$ cat src/rtl/zx_vram_pkg.sv
// zx_vram_pkg: shared VRAM write entry type and screen bank numbers
package zx_vram_pkg;
  typedef struct packed {
    logic [14:0] addr;
    logic [7:0]  data;
  } vram_wr_t;
  localparam logic [2:0] BANK_SCR0 = 3'd5;
  localparam logic [2:0] BANK_SCR1 = 3'd7;
endpackage

$ cat src/rtl/vram_writer_if.sv
// vram_writer_if: CPU snoop bus in, VRAM write port and status out
interface vram_writer_if #(
  parameter int FIFO_DEPTH = 8,
  parameter int LVL_W = $clog2(FIFO_DEPTH) + 1
);
  logic [15:0]      addr;
  logic [7:0]       cpu_dout;
  logic             nMREQ;
  logic             nWR;
  logic             nRFSH;
  logic             m128;
  logic [2:0]       page_ram;
  logic             wr_slot;
  logic             vram_we;
  logic [14:0]      vram_waddr;
  logic [7:0]       vram_wdata;
  logic [LVL_W-1:0] fifo_level;
  logic             overflow;
  modport slave (
    input  addr, cpu_dout, nMREQ, nWR, nRFSH, m128, page_ram, wr_slot,
    output vram_we, vram_waddr, vram_wdata, fifo_level, overflow
  );
  modport master (
    output addr, cpu_dout, nMREQ, nWR, nRFSH, m128, page_ram, wr_slot,
    input  vram_we, vram_waddr, vram_wdata, fifo_level, overflow
  );
endinterface

$ cat src/rtl/vram_wr_fifo.sv
// vram_wr_fifo: sync FIFO of VRAM write entries with a tail data overwrite port
module vram_wr_fifo
  import zx_vram_pkg::*;
#(
  parameter int DEPTH = 8,
  parameter int LVL_W = $clog2(DEPTH) + 1
) (
  input  logic             clk_sys,
  input  logic             reset,
  input  logic             push,
  input  logic             pop,
  input  vram_wr_t         din,
  input  logic             tail_we,
  input  logic [7:0]       tail_data,
  output vram_wr_t         head,
  output vram_wr_t         tail,
  output logic             full,
  output logic [LVL_W-1:0] level
);
  localparam int PW = LVL_W - 1;
  localparam logic [PW-1:0] ONE = PW'(1);
  vram_wr_t mem [DEPTH];
  logic [PW-1:0] wp, rp, tp;
  logic push_ok, pop_ok;
  assign full    = level == LVL_W'(DEPTH);
  assign pop_ok  = pop & (level != '0);
  assign push_ok = push & (~full | pop_ok);
  assign tp      = wp - ONE;
  assign head    = mem[rp];
  assign tail    = mem[tp];
  always_ff @(posedge clk_sys) begin
    if (push_ok) mem[wp] <= din;
    if (tail_we) mem[tp].data <= tail_data;
  end
  always_ff @(posedge clk_sys) begin
    if (reset) begin
      wp    <= '0;
      rp    <= '0;
      level <= '0;
    end else begin
      if (push_ok) wp <= wp + ONE;
      if (pop_ok) rp <= rp + ONE;
      level <= level + LVL_W'(push_ok) - LVL_W'(pop_ok);
    end
  end
endmodule

$ cat src/rtl/vram_writer.sv
// vram_writer: snoops Z80 screen writes into a FIFO drained on VRAM write slots
// Optional macro VRAM_WRITER_COALESCE_EN merges a write into a matching tail entry.
module vram_writer
  import zx_vram_pkg::*;
#(
  parameter int FIFO_DEPTH = 8,
  parameter int LVL_W = $clog2(FIFO_DEPTH) + 1
) (
  input logic          clk_sys,
  input logic          reset,
  vram_writer_if.slave bus
);
`ifdef VRAM_WRITER_COALESCE_EN
  localparam bit COAL_EN = 1'b1;
`else
  localparam bit COAL_EN = 1'b0;
`endif
  logic wr, old_wr, hit, cap, pop, push, coal, full;
  logic [14:0] waddr;
  logic [LVL_W-1:0] level;
  vram_wr_t head, tail;
  assign wr    = ~bus.nMREQ & ~bus.nWR & bus.nRFSH;
  assign hit   = (bus.addr[15:14] == 2'b01) |
                 ((bus.addr[15:14] == 2'b11) & bus.m128 &
                  ((bus.page_ram == BANK_SCR0) | (bus.page_ram == BANK_SCR1)));
  assign waddr = {(bus.addr[15:14] == 2'b11) & (bus.page_ram == BANK_SCR1), bus.addr[13:0]};
  assign cap   = wr & ~old_wr & hit;
  assign pop   = bus.wr_slot & (level != '0);
  // A tail that is also the head being popped cannot be merged into
  assign coal  = COAL_EN & cap & (level != '0) & (tail.addr == waddr) &
                 ~(pop & (level == LVL_W'(1)));
  assign push  = cap & ~coal;
  vram_wr_fifo #(.DEPTH(FIFO_DEPTH), .LVL_W(LVL_W)) u_fifo (
    .clk_sys  (clk_sys),
    .reset    (reset),
    .push     (push),
    .pop      (pop),
    .din      ('{addr: waddr, data: bus.cpu_dout}),
    .tail_we  (coal),
    .tail_data(bus.cpu_dout),
    .head     (head),
    .tail     (tail),
    .full     (full),
    .level    (level)
  );
  assign bus.fifo_level = level;
  always_ff @(posedge clk_sys) begin
    if (reset) begin
      old_wr         <= 1'b0;
      bus.vram_we    <= 1'b0;
      bus.vram_waddr <= '0;
      bus.vram_wdata <= '0;
      bus.overflow   <= 1'b0;
    end else begin
      old_wr      <= wr;
      bus.vram_we <= pop;
      if (pop) begin
        bus.vram_waddr <= head.addr;
        bus.vram_wdata <= head.data;
      end
      if (push & full & ~pop) bus.overflow <= 1'b1;
    end
  end
endmodule
$ cat src/flat_wrapper.sv
// flat-port wrapper written by rule: the top's interface ports become plain ports
module vram_writer_flat import zx_vram_pkg::*;
#(
  parameter int FIFO_DEPTH = 8,
  parameter int LVL_W = $clog2(FIFO_DEPTH) + 1
)
  (clk_sys, reset, bus_addr, bus_cpu_dout, bus_nMREQ, bus_nWR, bus_nRFSH, bus_m128, bus_page_ram, bus_wr_slot, bus_vram_we, bus_vram_waddr, bus_vram_wdata, bus_fifo_level, bus_overflow);
  vram_writer_if #(.FIFO_DEPTH(FIFO_DEPTH), .LVL_W(LVL_W)) bus_i ();
  input logic clk_sys;
  input logic reset;
  input wire logic [$bits(bus_i.addr)-1:0] bus_addr;
  input wire logic [$bits(bus_i.cpu_dout)-1:0] bus_cpu_dout;
  input wire logic [$bits(bus_i.nMREQ)-1:0] bus_nMREQ;
  input wire logic [$bits(bus_i.nWR)-1:0] bus_nWR;
  input wire logic [$bits(bus_i.nRFSH)-1:0] bus_nRFSH;
  input wire logic [$bits(bus_i.m128)-1:0] bus_m128;
  input wire logic [$bits(bus_i.page_ram)-1:0] bus_page_ram;
  input wire logic [$bits(bus_i.wr_slot)-1:0] bus_wr_slot;
  output wire logic [$bits(bus_i.vram_we)-1:0] bus_vram_we;
  output wire logic [$bits(bus_i.vram_waddr)-1:0] bus_vram_waddr;
  output wire logic [$bits(bus_i.vram_wdata)-1:0] bus_vram_wdata;
  output wire logic [$bits(bus_i.fifo_level)-1:0] bus_fifo_level;
  output wire logic [$bits(bus_i.overflow)-1:0] bus_overflow;
  assign bus_i.addr = bus_addr;
  assign bus_i.cpu_dout = bus_cpu_dout;
  assign bus_i.nMREQ = bus_nMREQ;
  assign bus_i.nWR = bus_nWR;
  assign bus_i.nRFSH = bus_nRFSH;
  assign bus_i.m128 = bus_m128;
  assign bus_i.page_ram = bus_page_ram;
  assign bus_i.wr_slot = bus_wr_slot;
  assign bus_vram_we = bus_i.vram_we;
  assign bus_vram_waddr = bus_i.vram_waddr;
  assign bus_vram_wdata = bus_i.vram_wdata;
  assign bus_fifo_level = bus_i.fifo_level;
  assign bus_overflow = bus_i.overflow;
  vram_writer #(.FIFO_DEPTH(FIFO_DEPTH), .LVL_W(LVL_W)) u_core (.clk_sys(clk_sys), .reset(reset), .bus(bus_i));
endmodule
$ cat config.mk
export PLATFORM = sky130hd
export DESIGN_NAME = vram_writer_flat
export DESIGN_NICKNAME = d
export VERILOG_FILES = /design/src/rtl/zx_vram_pkg.sv /design/src/rtl/vram_writer_if.sv /design/src/rtl/vram_wr_fifo.sv /design/src/rtl/vram_writer.sv /design/src/flat_wrapper.sv
export SDC_FILE = /design/constraint.sdc
export NUM_CORES = 1
export LEC_CHECK = 0
export BUFFER_PORTS_ARGS = -buffer_cell sky130_fd_sc_hd__buf_2
export CORE_MARGIN = 2
export CORE_UTILIZATION = 55
export CTS_CLUSTER_SIZE = 10
export DETAILED_ROUTE_END_ITERATION = 7
export GPL_ROUTABILITY_DRIVEN = 0
export HOLD_SLACK_MARGIN = 0.03
export PLACE_DENSITY_LB_ADDON = 0.3
export SLEW_MARGIN = 40
export SYNTH_ARGS = -nofsm -noshare
export SYNTH_HDL_FRONTEND = slang
export SYNTH_SLANG_ARGS = --single-unit
$ cat constraint.sdc
create_clock -name clk_sys -period 8.6 [get_ports clk_sys]
set_input_delay 1.72 -clock clk_sys [delete_from_list [all_inputs] [get_ports clk_sys]]
set_output_delay 1.72 -clock clk_sys [all_outputs]
set_load 0.02 [all_outputs]
; Yosys cells after proc, flatten, opt, wreduce, memory -nomap -nowiden
; Memories as Yosys holds them, arrays and structs flattened. A register that Yosys moved wholly into a read port is not among the register bits.
; Index checks and enable logic that the tools add are counted.
[totals]
ff_bits = 13
mem_bits_rw = 184
in_bits = 34
out_inout_bits = 29
wordCells = 39
mem_count = 1
[op_classes]
addsub = 4
n_eq_ne = 5
mux = 2
bitwise = 20
n_reduce_logical = 1
[mem_list]
columns = memory, depth, width, read_ports, rd_ports_with_merged_regs, write_ports, line_no
row1 = u_core.u_fifo.mem, 8, 23, 1, 1, 1, vram_wr_fifo.sv:22  ; vram_wr_t mem [DEPTH];
[ops]
columns = operator, n
row1 = bitwise AND 1 bit, 12
row2 = "adder 3 x 1 -> 3 bit, second input constant", 2
row3 = "equality test 3 bit, second input constant", 2
row4 = inverter 1 bit, 5
row5 = adder 4 x 1 -> 4 bit, 1
row6 = "equality test 4 bit, second input constant", 1
row7 = nonzero test 4 bit, 1
row8 = subtractor 4 x 1 -> 4 bit, 1
row9 = OR 1 bit, 3
row10 = "equality test 2 x 1 -> 1 bit, second input constant", 1
row11 = "equality test 2 bit, second input constant", 1
row12 = two-way mux 1 bit, 2

; Depth between registers and ports, before layout
; Gate-level depths: netlist of run 1.
[logic_depth]
ltp_word = 8
mapped_depth = 11
depth_no_buf = 11

; Modules after synthesis
; From an unflattened synthesis of run 1, not the netlist that was laid out.
[unflattened]
hier_cells = 685
area_unflattened_um2 = 11106.9
[by_module_without_submodules]
columns = module, n_inst, cells_each, area_per_inst_um2, seq_area_each_um2
row1 = vram_wr_fifo, 1, 568, 10119.7, 5785.5
row2 = vram_writer, 1, 117, 987.2, 520.5

; Worst setup path before layout of run 1
; OpenSTA, ideal clock, no wires.
[synth_timing]
path_kind = input to register
startpoint = input port bus_nWR
endpoint = memory u_core.u_fifo.mem[0][0] in the netlist's numbering, enable pin
arrival_ps = 5007
slack_ps = 3131
cell_stages = 4
n_path_buf = 0
cell_sequence = or3b_4 > a2111oi_4 > nand2_2 > nor4_1
[synth_between]
elab_chain_cells = 8
[synth_lines]
columns = item, line_no
row1 = start: declaration, flat_wrapper.sv:14  ; input wire logic [$bits(bus_i.nWR)-1:0] bus_nWR;
row2 = inverter 1 bit, vram_writer.sv:22  ; assign wr = ~bus.nMREQ & ~bus.nWR & bus.nRFSH;
row3 = bitwise AND 1 bit (2 in a row), vram_writer.sv:22
row4 = bitwise AND 1 bit (2 in a row), vram_writer.sv:27  ; assign cap = wr & ~old_wr & hit;
row5 = bitwise AND 1 bit, vram_wr_fifo.sv:27  ; assign push_ok = push & (~full | pop_ok);
row6 = two-way mux 1 bit, vram_wr_fifo.sv:32  ; if (push_ok) mem[wp] <= din;
row7 = two-way mux 1 bit (implied by the code), vram_wr_fifo.sv:32
row8 = end: declaration, vram_wr_fifo.sv:22
; No other way between the ends.

; Final worst setup path of run 1
[layout_timing]
startpoint = input port bus_nWR
endpoint = memory u_core.u_fifo.mem[1][0] in the netlist's numbering, enable pin
; Same word-level chain as after synthesis.

==> results of run 1 <==
-- state kept, by name (all words and copies together) (netlist names) --
| register | count |
|---|---|
| u_core.bus.vram_waddr | 15 |
| u_core.old_wr | 1 |
| u_core.bus.overflow | 1 |
| u_core.bus.vram_we | 1 |
| u_core.u_fifo.wp | 3 |
| u_core.u_fifo.level | 4 |
| u_core.u_fifo.mem | 184 |
| u_core.u_fifo.rp | 3 |
| u_core.bus.vram_wdata | 8 |
-- layer usage --
metal / vias up / wire [um] / global-route usage
met3: 24 / 840 / 0.0309
met4: 0 / 234 / 0.0511
met2: 136 / 7980 / 0.336
met1: 2369 / 7540 / 0.305
li1: 2196 / - / -
met5: - / 0 / 0
-- metrics by stage --
stage / utilization / std cells / setup slack [ns]
4_1_cts: 0.647 / 809 / 4.65
6_report: 0.648 / 810 / 4.66
3_5_place_dp: 0.597 / 761 / 4.13
5_1_grt: 0.648 / 810 / 4.52
3_3_place_gp: 0.595 / 761 / 3.91
2_1_floorplan: - / 529 / 3.13
-- kinds of logic after synthesis --
family | after synthesis | synth area share
AOI/OAI and AO/OA | 80 | 0.0664
xor gates and xnor gates | 4 | 0.00416
adders and majority gates | 8 | 0.0128
buffers and inverters | 37 | 0.0180
DFF | 220 | 0.742
muxes | 94 | 0.112
and+or+nand+nor | 86 | 0.0444
-- how the worst max path moves through the flow --
| stage | end | slack [ns] | depth (start not counted) |
|---|---|---|---|
| after floorplan | u_core.u_fifo.mem[0][0] | 3.13 | 4 |
| after global placement | u_core.u_fifo.mem[1][5] | 3.91 | 6 |
| after detailed placement | u_core.u_fifo.mem[1][6] | 4.13 | 6 |
| after CTS | u_core.u_fifo.mem[1][3] | 4.65 | 6 |
| after global routing | u_core.u_fifo.mem[1][3] | 4.52 | 6 |
| final | u_core.u_fifo.mem[1][0] | 4.66 | 6 |
-- layout by cell type, fill, tap and decap left out, types with 3 or more instances in the layout --
cell	Yosys	layout
nand3_1	5	5
ha_1	7	7
clkbuf_1	19	19
dfxtp_1	36	35
nor3_4	0	3
edfxtp_1	184	184
nor2b_1	3	3
inv_1	8	8
o22ai_1	46	46
buf_4	0	10
a21oi_1	3	3
clkbuf_16	0	26
nor2_2	0	3
a211oi_1	23	23
buf_2	10	62
nand2b_1	6	4
mux2i_1	93	93
nor2_1	60	57
-- cell type report --
cell class / count / area (sq um) / area share
flip-flops and latches: 220 / 6250 / 0.639
multi-input cells: 272 / 2090 / 0.214
well taps: 188 / 235 / 0.0240
clock inverters: 3 / 30.0 / 0.00307
clock buffers: 45 / 722 / 0.0738
repair buffers: 74 / 424 / 0.0434
inverters: 8 / 30.0 / 0.00307
-- where the power goes --
group,internal (W),leakage (nW),switching [W]
logic,0.000254,1.04,0.000345
clock network,0.000567,0.358,0.000389
registers,0.00121,1.95,0.0000735
total,0.00203,3.35,0.000808
-- worst min-delay path: stages (launching register included) --
cell and delay (ns):
dfxtp_1 0.33, a41oi_1 0.05, nor2_1 0.08
==> results.json, run 1 <==
{
  "syn_nets": 571,
  "slowest_stage": "nor3_4",
  "ys_types": 33,
  "synthTopCellsByArea": "edfxtp_1 (66%), mux2i_1 (11%), dfxtp_1 (8.6%), o22ai_1 (3.4%), nor2_1 (2.7%)",
  "vias": 4725,
  "synth.most_common_cell": "edfxtp_1",
  "routed_wl_mm": 16.6,
  "worst_slew_pin_slew_ns": 0.757,
  "syn-cell-area_sq_um": 8420,
  "slew_headroom": 0.493,
  "crit_chain": "buf_2, or3b_4, a2111oi_4, nand2_2, nor3_4, buf_4",
  "cts_made_buffers": 26,
  "area_delta_synth_final_pct": 16.2,
  "status": "complete, no violations",
  "synthFlopType": "edfxtp_1",
  "arrival_ns": 4.15,
  "fin_area_sq_um": 9780,
  "postCtsResizedCells": 0,
  "fp.dieH_um": 128,
  "fmax_mhz": 254,
  "dr.first_iter.drc_count": 403,
  "synth-edff-count": 184,
  "dp.final_hpwl_mm": 9.67,
  "peakVddDrop_mv": 0.176,
  "clkLatencyLatePin_ns": 0.51,
  "power.total_w": 0.00284,
  "grt_overflow": 0,
  "rrSetupSlack_ns": 5.98,
  "syn_inst": 529,
  "grt_pass1_wl_mm": 26.0,
  "yosysTopAreaCellShare": 0.656,
  "n_fill_cell": 1055,
  "hold-worst-slack_ns": 0.494,
  "io_buffers": 62,
  "path_max_fanout": 12,
  "netlist_top_cells_count": "edfxtp_1 (184), mux2i_1 (93), nor2_1 (60)",
  "placed_cell_area_sq_um": 9000,
  "startpoint": "bus_nWR",
  "critPathKind": "in2reg",
  "core_sq_um": 15100,
  "synth.avg_cell_area_sq_um": 15.9,
  "cts_root_buf": "clkbuf_16",
  "hold_class": "reg2reg",
  "post_cts_buffers": 0,
  "grt_max_degree": 57,
  "period_share": 0.458,
  "wl_per_cell_um": 20.5,
  "hold_viol_final": 0,
  "cts_buffer_depth": 3,
  "nNetsFinal": 644,
  "hold_path_end": "u_core.bus.overflow",
  "grtUsageTotal": 0.208,
  "cp-start-kind": "input port",
  "r2r-end": "u_core.u_fifo.mem[1][0]",
  "num_rows": 45,
  "dieWidth_um": 128,
  "ys_warn_count": 0,
  "end_kind": "register",
  "clkTransAtPathRegs_ns": 0.05,
  "drtAntennaViolNets": 0,
  "yosys.area.top_type": "edfxtp_1",
  "rsz0062_at_grt": "false",
  "clock-sinks": 220,
  "hold_start": "u_core.bus.overflow",
  "first_pass_iters": 5,
  "drv_cap": 0,
  "avgViaCountPerCell": 5.83,
  "drv_slew": 0,
  "holdBufCountCts": 0,
  "synth-async-reset-ratio": 0,
  "ios": 63,
  "cts_tree": "built",
  "fin_skew_ns": 0.0157,
  "holdPathStages": 2,
  "critPathMaxStageDelay_ns": 0.70,
  "start_util": 0.558,
  "drive_gt1_frac": 0.198,
  "drc": 0,
  "setup_viol": 0,
  "cp_num_buf_inv": 2,
  "crit_family": "simple AND/OR/NAND/NOR gates",
  "p_leak_nw": 3.35,
  "tns_ns": 0,
  "synth-seq-cells": 220,
  "dieArea_sq_um": 16300,
  "worstRegToRegCells": 7,
  "ctsHtreeMaxLevel": 1,
  "worstPathRequired_ns": 8.81,
  "power_density_nw_per_um2": 290,
  "grt_pass1_vias": 4672,
  "layout_min_cycle_time_ns": 3.94,
  "synth-seq-area-share": 0.742,
  "r2r-start": "u_core.u_fifo.level[2]",
  "antenna_found_initial": 0,
  "diodes": 0
}
Power figures use the tool's default switching activity.
==> inputs of run 2 (changes only) <==
--- a/config.mk
+++ b/config.mk
@@ -5,6 +5,7 @@
 export SDC_FILE = /design/constraint.sdc
 export NUM_CORES = 1
 export LEC_CHECK = 0
+export ABC_AREA = 1
 export BUFFER_PORTS_ARGS = -buffer_cell sky130_fd_sc_hd__buf_2
 export CORE_MARGIN = 2
 export CORE_UTILIZATION = 55
==> constraint.sdc (replaced) <==
create_clock -name clk_sys -period 4 [get_ports clk_sys]
set_input_delay 0.8 -clock clk_sys [delete_from_list [all_inputs] [get_ports clk_sys]]
set_output_delay 0.8 -clock clk_sys [all_outputs]
set_load 0.02 [all_outputs]
==> run 2 against run 1 <==
Effect of this change:
- synthesized area up 5.8%
- design area up 3.7%
- sequential cell count unchanged
- register-to-register slack worse by 4.5 ns
- global-route usage up 0.21 points
- setup slack worse by 3.2 ns
- clock-buffer cell count down 2
- largest power group unchanged
- first-iteration DRC count down 2.5%
- die area up 5.6%
- non-clock buffer count up 5
- wire length up 8.2%
==> results.json, run 2 <==
{
  "cts_made_buffers": 26,
  "drv_cap": 0,
  "grt_max_degree": 82,
  "cts_tree": "built",
  "grt_overflow": 0,
  "antenna_found_initial": 0,
  "synth.most_common_cell": "nand2_1",
  "combPwrFrac": 0.220,
  "final_cell_mix": "nand2_1 (243), edfxtp_1 (184), nor2_1 (77)",
  "r2r-end": "u_core.u_fifo.mem[7][18]",
  "p_sw_frac": 0.305,
  "num_rows": 46,
  "slew_headroom": 0.476,
  "holdPathStages": 2,
  "start_util": 0.561,
  "yosysTopAreaCellShare": 0.620,
  "utilization": 0.638,
  "cp-start-kind": "register",
  "synth-edff-count": 184,
  "fmax_mhz": 399,
  "drc": 0,
  "largest_registers": "u_core.u_fifo.mem x184, u_core.bus.vram_waddr x15, u_core.bus.vram_wdata x8",
  "clockPowerShare": 0.337,
  "worstPathRequired_ns": 4.21,
  "path_max_fanout": 14,
  "hold_start": "u_core.bus.overflow",
  "fp.dieH_um": 131,
  "clock-sinks": 220,
  "area_delta_synth_final_pct": 13.8,
  "dieWidth_um": 131,
  "grt_pass1_wl_mm": 29.0,
  "largest_register": "u_core.u_fifo.mem",
  "fin_skew_ns": 0.0117,
  "post_cts_buffers": 0,
  "period_share": 0.626,
  "drv_slew": 0,
  "postCtsResizedCells": 0,
  "layout_min_cycle_time_ns": 2.51,
  "syn-cell-area_sq_um": 8910,
  "clkTransAtPathRegs_ns": 0.05,
  "p_seq_frac": 0.443,
  "dr.first_iter.drc_count": 393,
  "p_leak_nw": 3.99,
  "end_kind": "register",
  "hold_path_end": "u_core.bus.overflow",
  "syn_inst": 811,
  "grtUsageTotal": 0.211,
  "synthFlopType": "edfxtp_1",
  "wl_per_cell_um": 16.2,
  "synth-seq-cells": 220,
  "holdBufCountCts": 0,
  "status": "complete, no violations",
  "vias": 5778,
  "nNetsFinal": 916,
  "worstRegToRegCells": 8,
  "first_pass_iters": 5,
  "rrSetupSlack_ns": 1.49,
  "syn_nets": 853,
  "synth.avg_cell_area_sq_um": 11.0,
  "tns_ns": 0,
  "synth-async-reset-ratio": 0,
  "r2r-start": "u_core.u_fifo.level[2]",
  "peakVddDrop_mv": 0.368,
  "drtAntennaViolNets": 0,
  "io_buffers": 62,
  "setup_viol": 0,
  "critPathKind": "reg2reg",
  "clkLatencyLatePin_ns": 0.52,
  "ys_types": 28,
  "layout_commonest_cell": "nand2_1",
  "netlist_top_cells_count": "nand2_1 (243), edfxtp_1 (184), nor2_1 (81)",
  "synthTopCellsByArea": "edfxtp_1 (62%), nand2_1 (10%), dfxtp_1 (8.1%), nand3_1 (3.9%), nor2_1 (3.4%)",
  "grt_pass1_vias": 5439,
  "cts_buffer_depth": 3,
  "dp.final_hpwl_mm": 10.3,
  "internal_power_w": 0.00424,
  "synth-seq-area-share": 0.701,
  "worst_slew_pin_slew_ns": 0.785,
  "largest_reg_flops": 184,
  "routed_wl_mm": 18.0,
  "ios": 63,
  "arrival_ns": 2.72,
  "drive_gt1_frac": 0.155,
  "core_sq_um": 15900,
  "avgViaCountPerCell": 5.22,
  "power_switching_w": 0.00186,
  "dieArea_sq_um": 17200,
  "diodes": 0,
  "rsz0062_at_grt": "false",
  "ctsHtreeMaxLevel": 1,
  "cts_root_buf": "clkbuf_16",
  "ys_warn_count": 0,
  "hold_viol_final": 0,
  "yosys.area.top_type": "edfxtp_1",
  "hold_class": "reg2reg",
  "power_density_nw_per_um2": 601
}
## run 2: changes by cell type after synthesis, moves of 13 or more
cell	change
mux2i_1	-93
nor2_1	+21
nand2_1	+240
a21oi_1	+26
inv_1	+20
or2_2	+13
o21ai_0	+48
o22ai_1	-46
a211oi_1	-23
nand3_1	+65
## run 2: layer usage
layer	global-route usage	up-vias	part of all wire
met2	0.340	153	0.48
met4	0.0658	0	0.023
met5	0	-	0
met1	0.299	2724	0.44
met3	0.0309	39	0.053
li1	-	2862	-
## run 2: layout make-up
type | instances | area, sq um
Clock buffer | 43 | 714
Clock inverter | 2 | 25.0
Fill cell | 1270 | 5740
Inverter | 31 | 119
Multi-Input combinational cell | 516 | 2330
Sequential cell | 220 | 6250
Tap cell | 216 | 270
Timing Repair Buffer | 79 | 438
## run 2: power groups by stage
stage / Clock (W) / Sequential, W / Combinational [W]
6_report: 0.00205 / 0.00270 / 0.00134
5_1_grt: 0.00218 / 0.00272 / 0.00152
4_1_cts: 0.00209 / 0.00270 / 0.00135
3_5_place_dp: 0 / 0.00275 / 0.00135
3_3_place_gp: 0 / 0.00274 / 0.00132
2_1_floorplan: 0 / 0.00283 / 0.000936
## run 2: worst max path at each step
stage,startpoint,cells past startpoint,slack (ns),endpoint
final,u_core.u_fifo.level[2],8,1.49,u_core.u_fifo.mem[7][18]
after global routing,u_core.u_fifo.level[3],8,1.32,u_core.u_fifo.mem[7][4]
after CTS,u_core.u_fifo.level[2],8,1.49,u_core.u_fifo.mem[7][18]
after detailed placement,bus_nWR,7,1.04,u_core.u_fifo.mem[7][0]
after global placement,bus_nWR,7,1.11,u_core.u_fifo.mem[7][0]
after floorplan,bus_nWR,5,0.56,u_core.u_fifo.mem[2][0]
## run 2: metrics by stage
step / total power (W) / worst slack, ns / hold slack, ns / instance area (sq um) / instances
after detailed placement: 0.00409 / 1.04 / 0.450 / 9400 / 1062
final: 0.00610 / 1.49 / 0.453 / 10100 / 1107
after global routing: 0.00642 / 1.32 / 0.476 / 10100 / 1107
after floorplan: 0.00377 / 0.565 / 0.470 / 8910 / 811
after global placement: 0.00406 / 1.11 / 0.439 / 9400 / 1062
after CTS: 0.00615 / 1.49 / 0.459 / 10100 / 1107
## run 2: kinds of logic after synthesis
logic type	share of synthesized area
adder cells (fa/ha/maj)	0.0121
AND/OR/NAND/NOR	0.199
AO/OA/AOI/OAI	0.0445
flip-flops	0.701
XOR/XNOR	0.00197
buffers and inverters	0.0412
## run 2: worst max-delay path, cell delays in order (launching register included)
cell and delay, ns:
dfxtp_1 0.32, inv_1 0.07, ha_1 0.20, nand2_1 0.07
nand2_2 0.14, nand2_2 0.16, nand3_1 0.24, nor2_2 0.68
buf_4 0.33
